## src/rtl/gcd_sched.sv

```systemverilog
// Round-robin scheduler that shares one subtract-based GCD datapath between N requesters.
// Arbitrates, loads the winner's operands, runs the compare/subtract loop and returns the result with a one-cycle ack.
module gcd_sched #(
  parameter int N        = 4,
  parameter int W        = 16,
  parameter int MAX_ITER = 65535
) (
  input  logic           clk,
  input  logic           rst_n,
  input  logic [N-1:0]   req,
  input  logic [N*W-1:0] op_a,
  input  logic [N*W-1:0] op_b,
  output logic [N-1:0]   ack,
  output logic [W-1:0]   result,
  output logic           result_err,
  output logic           busy,
  output logic           ldA,
  output logic           ldB,
  output logic           sel,
  output logic           sel_in,
  output logic [W-1:0]   dp_data,
  input  logic           gt,
  input  logic           lt,
  input  logic           eq,
  input  logic [W-1:0]   dp_gcd
);

  localparam int          IW       = (N > 1) ? $clog2(N) : 1;
  localparam logic [15:0] ITER_MAX = 16'(MAX_ITER);

  typedef enum logic [2:0] {
    S_IDLE,
    S_LOAD_A,
    S_LOAD_B,
    S_CMP,
    S_DONE
  } state_t;

  state_t        state_q, state_d;
  logic [W-1:0]  a_q, b_q;
  logic [IW-1:0] g_q;
  logic [IW-1:0] rr_q;
  logic [15:0]   iter_q;

  logic          grant_vld;
  logic [IW-1:0] grant_idx;
  logic [IW-1:0] cand;
  logic [W-1:0]  op_a_arr [N];
  logic [W-1:0]  op_b_arr [N];
  logic [W-1:0]  op_a_sel, op_b_sel;
  logic          zero_job;
  logic          iter_hit;

  for (genvar i = 0; i < N; i++) begin : g_unpack
    assign op_a_arr[i] = op_a[i*W +: W];
    assign op_b_arr[i] = op_b[i*W +: W];
  end

  // Scan from lowest to highest priority so the last hit (closest to rr+1) wins.
  always_comb begin
    grant_vld = 1'b0;
    grant_idx = '0;
    cand      = '0;
    for (int k = N; k >= 1; k--) begin
      cand = IW'((int'(rr_q) + k) % N);
      if (req[cand]) begin
        grant_vld = 1'b1;
        grant_idx = cand;
      end
    end
  end

  assign op_a_sel = op_a_arr[grant_idx];
  assign op_b_sel = op_b_arr[grant_idx];
  assign zero_job = (op_a_sel == '0) || (op_b_sel == '0);
  assign iter_hit = (iter_q == ITER_MAX);

  // NOTE: every output of a combinational block gets a default first, so no path can infer a latch.
  always_comb begin
    state_d = state_q;
    ack     = '0;
    busy    = (state_q != S_IDLE);
    ldA     = 1'b0;
    ldB     = 1'b0;
    sel     = 1'b0;
    sel_in  = 1'b0;
    dp_data = '0;
    unique case (state_q)
      S_IDLE: begin
        if (grant_vld) state_d = zero_job ? S_DONE : S_LOAD_A;
      end
      S_LOAD_A: begin
        sel_in  = 1'b1;
        dp_data = a_q;
        ldA     = 1'b1;
        state_d = S_LOAD_B;
      end
      S_LOAD_B: begin
        sel_in  = 1'b1;
        dp_data = b_q;
        ldB     = 1'b1;
        state_d = S_CMP;
      end
      S_CMP: begin
        if (eq || iter_hit) begin
          state_d = S_DONE;
        end else if (gt) begin
          ldA = 1'b1;
        end else if (lt) begin
          ldB = 1'b1;
          sel = 1'b1;
        end
      end
      S_DONE: begin
        ack     = N'(1) << g_q;
        state_d = S_IDLE;
      end
      default: state_d = S_IDLE;
    endcase
  end

  // NOTE: rst_n is sampled on the clock edge, so reset is an ordinary priority branch, not a sensitivity item.
  always_ff @(posedge clk) begin
    if (!rst_n) begin
      state_q    <= S_IDLE;
      a_q        <= '0;
      b_q        <= '0;
      g_q        <= '0;
      rr_q       <= IW'(N - 1);
      iter_q     <= '0;
      result     <= '0;
      result_err <= 1'b0;
    end else begin
      // NOTE: non-blocking assignments keep every register reading the pre-edge values.
      state_q <= state_d;
      unique case (state_q)
        S_IDLE: begin
          if (grant_vld) begin
            a_q    <= op_a_sel;
            b_q    <= op_b_sel;
            g_q    <= grant_idx;
            iter_q <= '0;
            if (zero_job) begin
              result     <= op_a_sel | op_b_sel;
              result_err <= 1'b0;
            end
          end
        end
        S_CMP: begin
          if (eq) begin
            result     <= dp_gcd;
            result_err <= 1'b0;
          end else if (iter_hit) begin
            result     <= '0;
            result_err <= 1'b1;
          end else begin
            // Also counts a cycle with no flag set, so a faulty datapath still aborts.
            iter_q <= iter_q + 16'd1;
          end
        end
        S_DONE:  rr_q <= g_q;
        default: ;
      endcase
    end
  end

endmodule
```

## config.mk

```make
export PLATFORM = sky130hd
export DESIGN_NAME = gcd_sched
export DESIGN_NICKNAME = d
export VERILOG_FILES = /design/src/rtl/gcd_sched.sv
export SDC_FILE = /design/constraint.sdc
export NUM_CORES = 1
export LEC_CHECK = 0
export CAP_MARGIN = 10
export CORE_ASPECT_RATIO = 1.25
export CORE_MARGIN = 1.5
export CORE_UTILIZATION = 42
export DETAILED_ROUTE_END_ITERATION = 16
export PLACE_DENSITY = 0.87
export SETUP_SLACK_MARGIN = 0.4
export SYNTH_ARGS = -nofsm -noshare
export SYNTH_HDL_FRONTEND = slang
export SYNTH_SLANG_ARGS = --single-unit
```

## constraint.sdc

```tcl
create_clock -name clk -period 5.69 [get_ports clk]
set_input_delay 1.4225 -clock clk [delete_from_list [all_inputs] [get_ports clk]]
set_output_delay 1.4225 -clock clk [all_outputs]
set_load 0.02 [all_outputs]
```

# ---- Word level (Yosys, flattened, before mapping)
# Index checks and enable logic that the tools add are counted.
# Widths: inputs -> output; s select.
dict set report word_totals {
  regBits 72
  output_inout_bits 42
}
dict set report op_classes {
  addsub 5
  order_cmp 5
  eq_ne 11
  shifts 1
  n_mux 51
  n_bitwise 2
  reduce_logical 12
}
# op count
set ops {}
lappend ops {{$mux 16} 11}
lappend ops {{$pmux 16 s2} 3}
lappend ops {{$bmux 16 s2} 2}
lappend ops {{$logic_not 16->1} 2}
lappend ops {{$mux 1} 19}
lappend ops {{$add 16x1->16 const B} 1}
lappend ops {{$eq 16x16->1 const B} 1}
lappend ops {{$or 16x16->16} 1}
lappend ops {{$lt 2x3->1 const B} 4}
lappend ops {{$pmux 3 s4} 1}
lappend ops {{$ne 2x2->1 const B} 5}
lappend ops {{$mux 3} 3}
lappend ops {{$bmux 1 s2} 4}
lappend ops {{$mux 2} 4}
lappend ops {{$reduce_and 4->1} 2}
lappend ops {{$eq 3x2->1 const B} 2}
lappend ops {{$pmux 1 s2} 3}
lappend ops {{$add 2x1->2 const B} 2}
lappend ops {{$add 2x2->2 const B} 2}
lappend ops {{$mux 4} 1}
lappend ops {{$reduce_and 2->1} 2}
lappend ops {{$shl 1x2->4 const A} 1}
lappend ops {{$eq 3x1->1 const B} 1}
lappend ops {{$eq 3x3->1 const B} 1}
lappend ops {{other kinds (8)} 9}

# ---- Logic depth before layout (Yosys ltp)
dict set report depth {
  word_depth 16
  mapped_depth 12
  depth_no_buf 9
}

# ---- Worst setup path after synthesis
# Ideal clock, no wire load.
dict set report synth_path {
  path_kind {input to output}
  from {input port eq}
  to {output port ldB}
  arrival_ns 2.706
  t_required_ns 4.268
  path_slack_ns 1.562
  stages 5
  cell_sequence {clkbuf_1 > or2_2 > a41oi_2 > and3b_1 > or2_2}
}
dict set report synth_between {
  elab_chain_len 3
}
# element line
set synth_rtl {}
lappend synth_rtl {{from (decl)} 24} ;# input logic eq,
lappend synth_rtl {{$logic_or 1x1->1} 105} ;# if (eq || iter_hit) begin
lappend synth_rtl {{$mux 1} 105}
lappend synth_rtl {{$pmux 1 s2} 88} ;# unique case (state_q)
lappend synth_rtl {{to (decl)} 18} ;# output logic ldB,
# No other way between the ends.

# ---- Worst setup path after layout
dict set report layout_path {
  from {input port req[3]}
  to {register result[14]}
}
dict set report layout_between {
  elab_chain_len 14
  word_cells_on_any_way 33
}
# element line
set layout_rtl {}
lappend layout_rtl {{from (decl)} 10} ;# input logic [N-1:0] req,
lappend layout_rtl {{$bmux 1 s2} 66} ;# if (req[cand]) begin
lappend layout_rtl {{$mux 1 (implied by the code)} 66}
lappend layout_rtl {{$mux 2 (4 in a row)} 66}
lappend layout_rtl {{$not 2->3 (implied by the code)} {73, 74}}
lappend layout_rtl {{$bmux 16 s2, on equally long branches} {73, 74}}
lappend layout_rtl {{$mux 16, on equally long branches (2 in a row)} {73, 74}}
lappend layout_rtl {{$logic_not 16->1 / $or 16x16->16 (equally long branches)} {75, 144}}
lappend layout_rtl {{$logic_or 1x1->1 / $mux 16 (equally long branches)} {75, 143}}
lappend layout_rtl {{$ne 2x2->1 (no line) / $mux 16 (equally long branches)} --}
lappend layout_rtl {{$reduce_and 4->1 (no line) / $pmux 16 s2 (equally long branches)} --}
lappend layout_rtl {{to (signal assigned)} 144} ;# result <= op_a_sel | op_b_sel;
lappend layout_rtl {{to (signal assigned)} 151} ;# result <= dp_gcd;
lappend layout_rtl {{to (decl)} 14} ;# output logic [W-1:0] result,
# Several ways; a longest one is shown, not always the timed one. The select of a mux whose other input is x is not followed.
# A chain may end at the register's enable or synchronous reset.

==> Flow_metrics.wiki <==
{| class="wikitable"
! Metric !! Value
|-
| Status || finished clean
|-
| Max-capacitance violation count || 0
|-
| Initial antenna violation count || 0
|-
| Worst reg2reg path depth || 9
|-
| Crit path DAT || 5.21 ns
|-
| Sequential fraction of the synthesis area || 31.60%
|-
| Area of the core || 0.01056 mm^2
|-
| Post-Synth XOR/XNOR Area || 2.304%
|-
| Number of nets in the final layout || 904
|-
| Crit path required time || 5.94 ns
|-
| Critical R2R Launch || rr_q[1]
|-
| Average instance area after synthesis || 8.060 um^2
|-
| Post-Syn Instances || 566
|-
| Die Wd || 96.22 um
|-
| Tightest Pin Transition || 1.070 ns
|-
| Antenna diodes || 0
|-
| FF-to-FF setup slack || 1.96 ns
|-
| Upper clock frequency limit || 0.2018 GHz
|-
| Num CTS Buffers || 9
|-
| Post-synthesis to final-layout area growth || 51.84%
|-
| Fraction of the mapped netlist area in simple logic gates || 21.59%
|-
| Critical Path Sink Type || flip-flop
|-
| CTS tree || yes
|-
| Clock Tree Buf Depth || 2
|-
| Clock network latency to the later pin of the worst-skew pair || 0.34 ns
|-
| Largest voltage drop on the vdd net || 0.0001121 V
|-
| RSZ-0062 raised after global routing || no
|-
| Startpoint class of the critical path || input port
|-
| FF-to-FF End || result[14]
|-
| Vias post-DR || 5011
|-
| Number of hold buffers added after CTS || 0
|-
| Power Dens Cells || 235.8 mW/mm^2
|-
| Number of resized instances in the post-cts repair step || 0
|-
| Final Worst Setup Slack || 0.7346 ns
|-
| Pin count of the biggest net entering global routing || 40
|-
| Port Buf Inserts || 194
|-
| Die Height || 119.5 um
|-
| Antenna violation net count after detailed routing || 0
|-
| Class of the most critical hold timing path || reg2reg
|-
| Initial cell density of the core || 43.19%
|-
| Number of nets produced by synthesis || 720
|-
| Part of the total power dissipated in sequential elements || 34.5%
|-
| Largest family of logic cells by synthesized area || multiplexers
|-
| Switching power of the nets || 0.0005060 W
|-
| Mux contribution to synthesized area || 25.45%
|-
| Worst slew slack as a fraction of its limit || 28.69%
|-
| Clock root buffer || sky130_fd_sc_hd__clkbuf_16
|-
| DRC violation total after the first TritonRoute iteration || 358
|-
| Routed wire length || 17390 um
|-
| Cell Area, Synth || 0.004562 mm^2
|-
| Num ports || 195
|-
| Internal power || 0.001127 W
|-
| Total routing usage reported by global routing || 30.58%
|-
| First-pass GRT wire length || 26050 um
|-
| Gpl congestion || 0.9595
|-
| Distinct cell type count after synthesis || 41
|-
| Layout cells sized above 1 || 5.298%
|-
| # fillers || 886
|-
| HPWL after detailed placement || 14110 um
|-
| Number of rows in the core area || 42
|-
| Detailed-route vias per instance || 5.649
|-
| Part of the power in the clock network || 35.4%
|-
| Clock period minus worst slack || 4.955 ns
|-
| Storage cell area || 0.001441 mm^2
|-
| CP Max Fanout || 21
|-
| Gate power share || 30.0%
|-
| Number of search-and-repair iterations in the first detailed-routing pass || 7
|-
| Max Transition Viols Final || 0
|-
| Switching part of the total power || 30.98%
|-
| Detailed-route DRC error count || 0
|-
| Post-CTS setup repair buffer count || 0
|-
| Area taken by multi-input logic gates || 0.002935 mm^2
|-
| Launch point of the worst path || req[3]
|-
| Number of levels the H-tree was split into || 3
|-
| Number of warnings printed during yosys synthesis || 0
|-
| Post-CTS clock slew at the launch and capture registers of the worst setup and hold paths || 0.06 ns
|-
| Synth Register Bits || 72
|-
| Endpoints failing hold || 0
|-
| Complex-gate fraction of the synthesized area || 14.37%
|-
| Post-Synth Adder-Cell Area || 0.2743%
|-
| Number of global-route vias before repair || 5053
|-
| Leakage power || 2.710 nW
|-
| Final cycle utilization of the critical path || 87.09%
|-
| Area of the die || 0.01150 mm^2
|-
| Post-Place Worst Slack || 0.4445 ns
|-
| Worst Path Class, Setup || in2reg
|-
| Total negative slack || 0 ns
|-
| End point of the critical path || result[14]
|-
| Total overflow reported by the global router || 0
|-
| Final setup viols || 0
|-
| Wire length per cell after detailed routing || 19.61 um
|-
| Worst-case clock skew || 0.008102 ns
|-
| Clk sinks || 72
|}
-- synth_stat cells, drive strengths merged --
cell type,number,share of area (%)
nand2,129,11
mux2i,116,25
dfxtp,72,32
a21oi,37,4.1
o21ai,36,3.9
nor2,33,2.7
clkbuf,22,1.8
a22o,16,3.1
buf,14,2.4
nor4,14,1.9
nand3,12,1.3
xor2,9,1.7
and3,6,0.82
nor3,5,0.55
nand4,4,0.55
a21o,3,0.49
nand2b,3,0.41
nand3b,3,0.49
o211ai,3,0.49
or2,3,0.41
or3,3,0.41
xnor2,3,0.58
a31o,2,0.38
a31oi,2,0.41
and2,2,0.27
nor3b,2,0.33
or4b,2,0.44
a311oi,1,0.19
a41oi,1,0.36
and3b,1,0.19
clkinv,1,0.082
ha,1,0.27
inv,1,0.082
nor2b,1,0.14
o211a,1,0.22
o21a,1,0.16
o221ai,1,0.58
-- power by group through the flow --
stage / registers, W / logic, W / clock network (W)
final: 0.000564 / 0.000490 / 0.000579
after global routing: 0.000568 / 0.000520 / 0.000610
after CTS: 0.000563 / 0.000485 / 0.000583
after detailed placement: 0.000574 / 0.000483 / 0
after global placement: 0.000572 / 0.000478 / 0
after floorplan: 0.000574 / 0.000246 / 0
-- registers in the layout (all words and copies together), names as in the netlist --
register,flops
a_q,16
b_q,16
state_q,3
iter_q,16
rr_q,2
g_q,2
result_err,1
result,16
-- per-stage QoR --
step	util (%)	area, um^2	hold WS, ns	cells	total power, W
after floorplan	-	4562	0.4360	566	0.0008201
after global placement	62.57	6609	0.4436	870	0.001051
after detailed placement	62.57	6609	0.4500	870	0.001057
after CTS	65.47	6915	0.4583	886	0.001631
after global routing	65.58	6927	0.4730	887	0.001698
final	65.58	6927	0.4578	887	0.001633
-- logic make-up after synthesis --
family	count (synthesis)
AND/OR/NAND/NOR	223
XOR/XNOR	12
flip-flops	72
buffers and inverters	38
multiplexers	116
AO/OA/AOI/OAI	104
adder cells (fa/ha/maj)	1
-- cell type report --
type	count	area share (%)
Clock buffer	10	3.450
Clock inverter	6	0.9754
Inverter	2	0.1084
Multi-Input combinational cell	456	42.38
Sequential cell	72	20.81
Tap cell	132	2.384
Timing Repair Buffer	209	29.90
-- metal layers --
| metal | track usage, % | share of wire, % | vias up |
|---|---|---|---|
| met2 | 53.74 | 51 | 258 |
| met1 | 35.93 | 39 | 2343 |
| met5 | 0 | 0 | - |
| met3 | 4.943 | 6.2 | 45 |
| met4 | 12.68 | 3.5 | 0 |
| li1 | - | - | 2365 |
-- layout by cell type, fill, tap and decap left out, types with 4 or more instances in the layout --
cell,count
sky130_fd_sc_hd__a21oi_1,37
sky130_fd_sc_hd__and3_1,6
sky130_fd_sc_hd__nor2_1,32
sky130_fd_sc_hd__nand4_1,4
sky130_fd_sc_hd__nor4_1,14
sky130_fd_sc_hd__clkbuf_16,9
sky130_fd_sc_hd__nand3_1,12
sky130_fd_sc_hd__clkdlybuf4s50_1,194
sky130_fd_sc_hd__dfxtp_1,72
sky130_fd_sc_hd__xor2_1,9
sky130_fd_sc_hd__nand2_1,129
sky130_fd_sc_hd__nor3_1,5
sky130_fd_sc_hd__mux2i_1,116
sky130_fd_sc_hd__buf_4,13
sky130_fd_sc_hd__a22o_1,16
sky130_fd_sc_hd__o21ai_0,36
-- worst min-delay path by stage --
stage / startpoint / to / slack [ns] / cells after the start
2_1_floorplan: b_q[0] / b_q[0] / 0.44 / 2
3_3_place_gp: b_q[7] / b_q[7] / 0.44 / 2
3_5_place_dp: b_q[11] / b_q[11] / 0.45 / 2
4_1_cts: b_q[11] / b_q[11] / 0.46 / 2
5_1_grt: b_q[3] / b_q[3] / 0.47 / 2
6_report: b_q[11] / b_q[11] / 0.46 / 2
-- worst max-delay path, cell delays in order --
cell and delay, ns:
sky130_fd_sc_hd__clkdlybuf4s50_1 0.55, sky130_fd_sc_hd__nor2b_1 0.23, sky130_fd_sc_hd__a21oi_1 0.09, sky130_fd_sc_hd__o221ai_4 0.75, sky130_fd_sc_hd__buf_4 0.38, sky130_fd_sc_hd__mux2i_1 0.35, sky130_fd_sc_hd__a311oi_1 0.08, sky130_fd_sc_hd__nand4_1 0.16
sky130_fd_sc_hd__a31o_1 0.88, sky130_fd_sc_hd__mux2i_1 0.29
(Power assumes the default switching activity.)
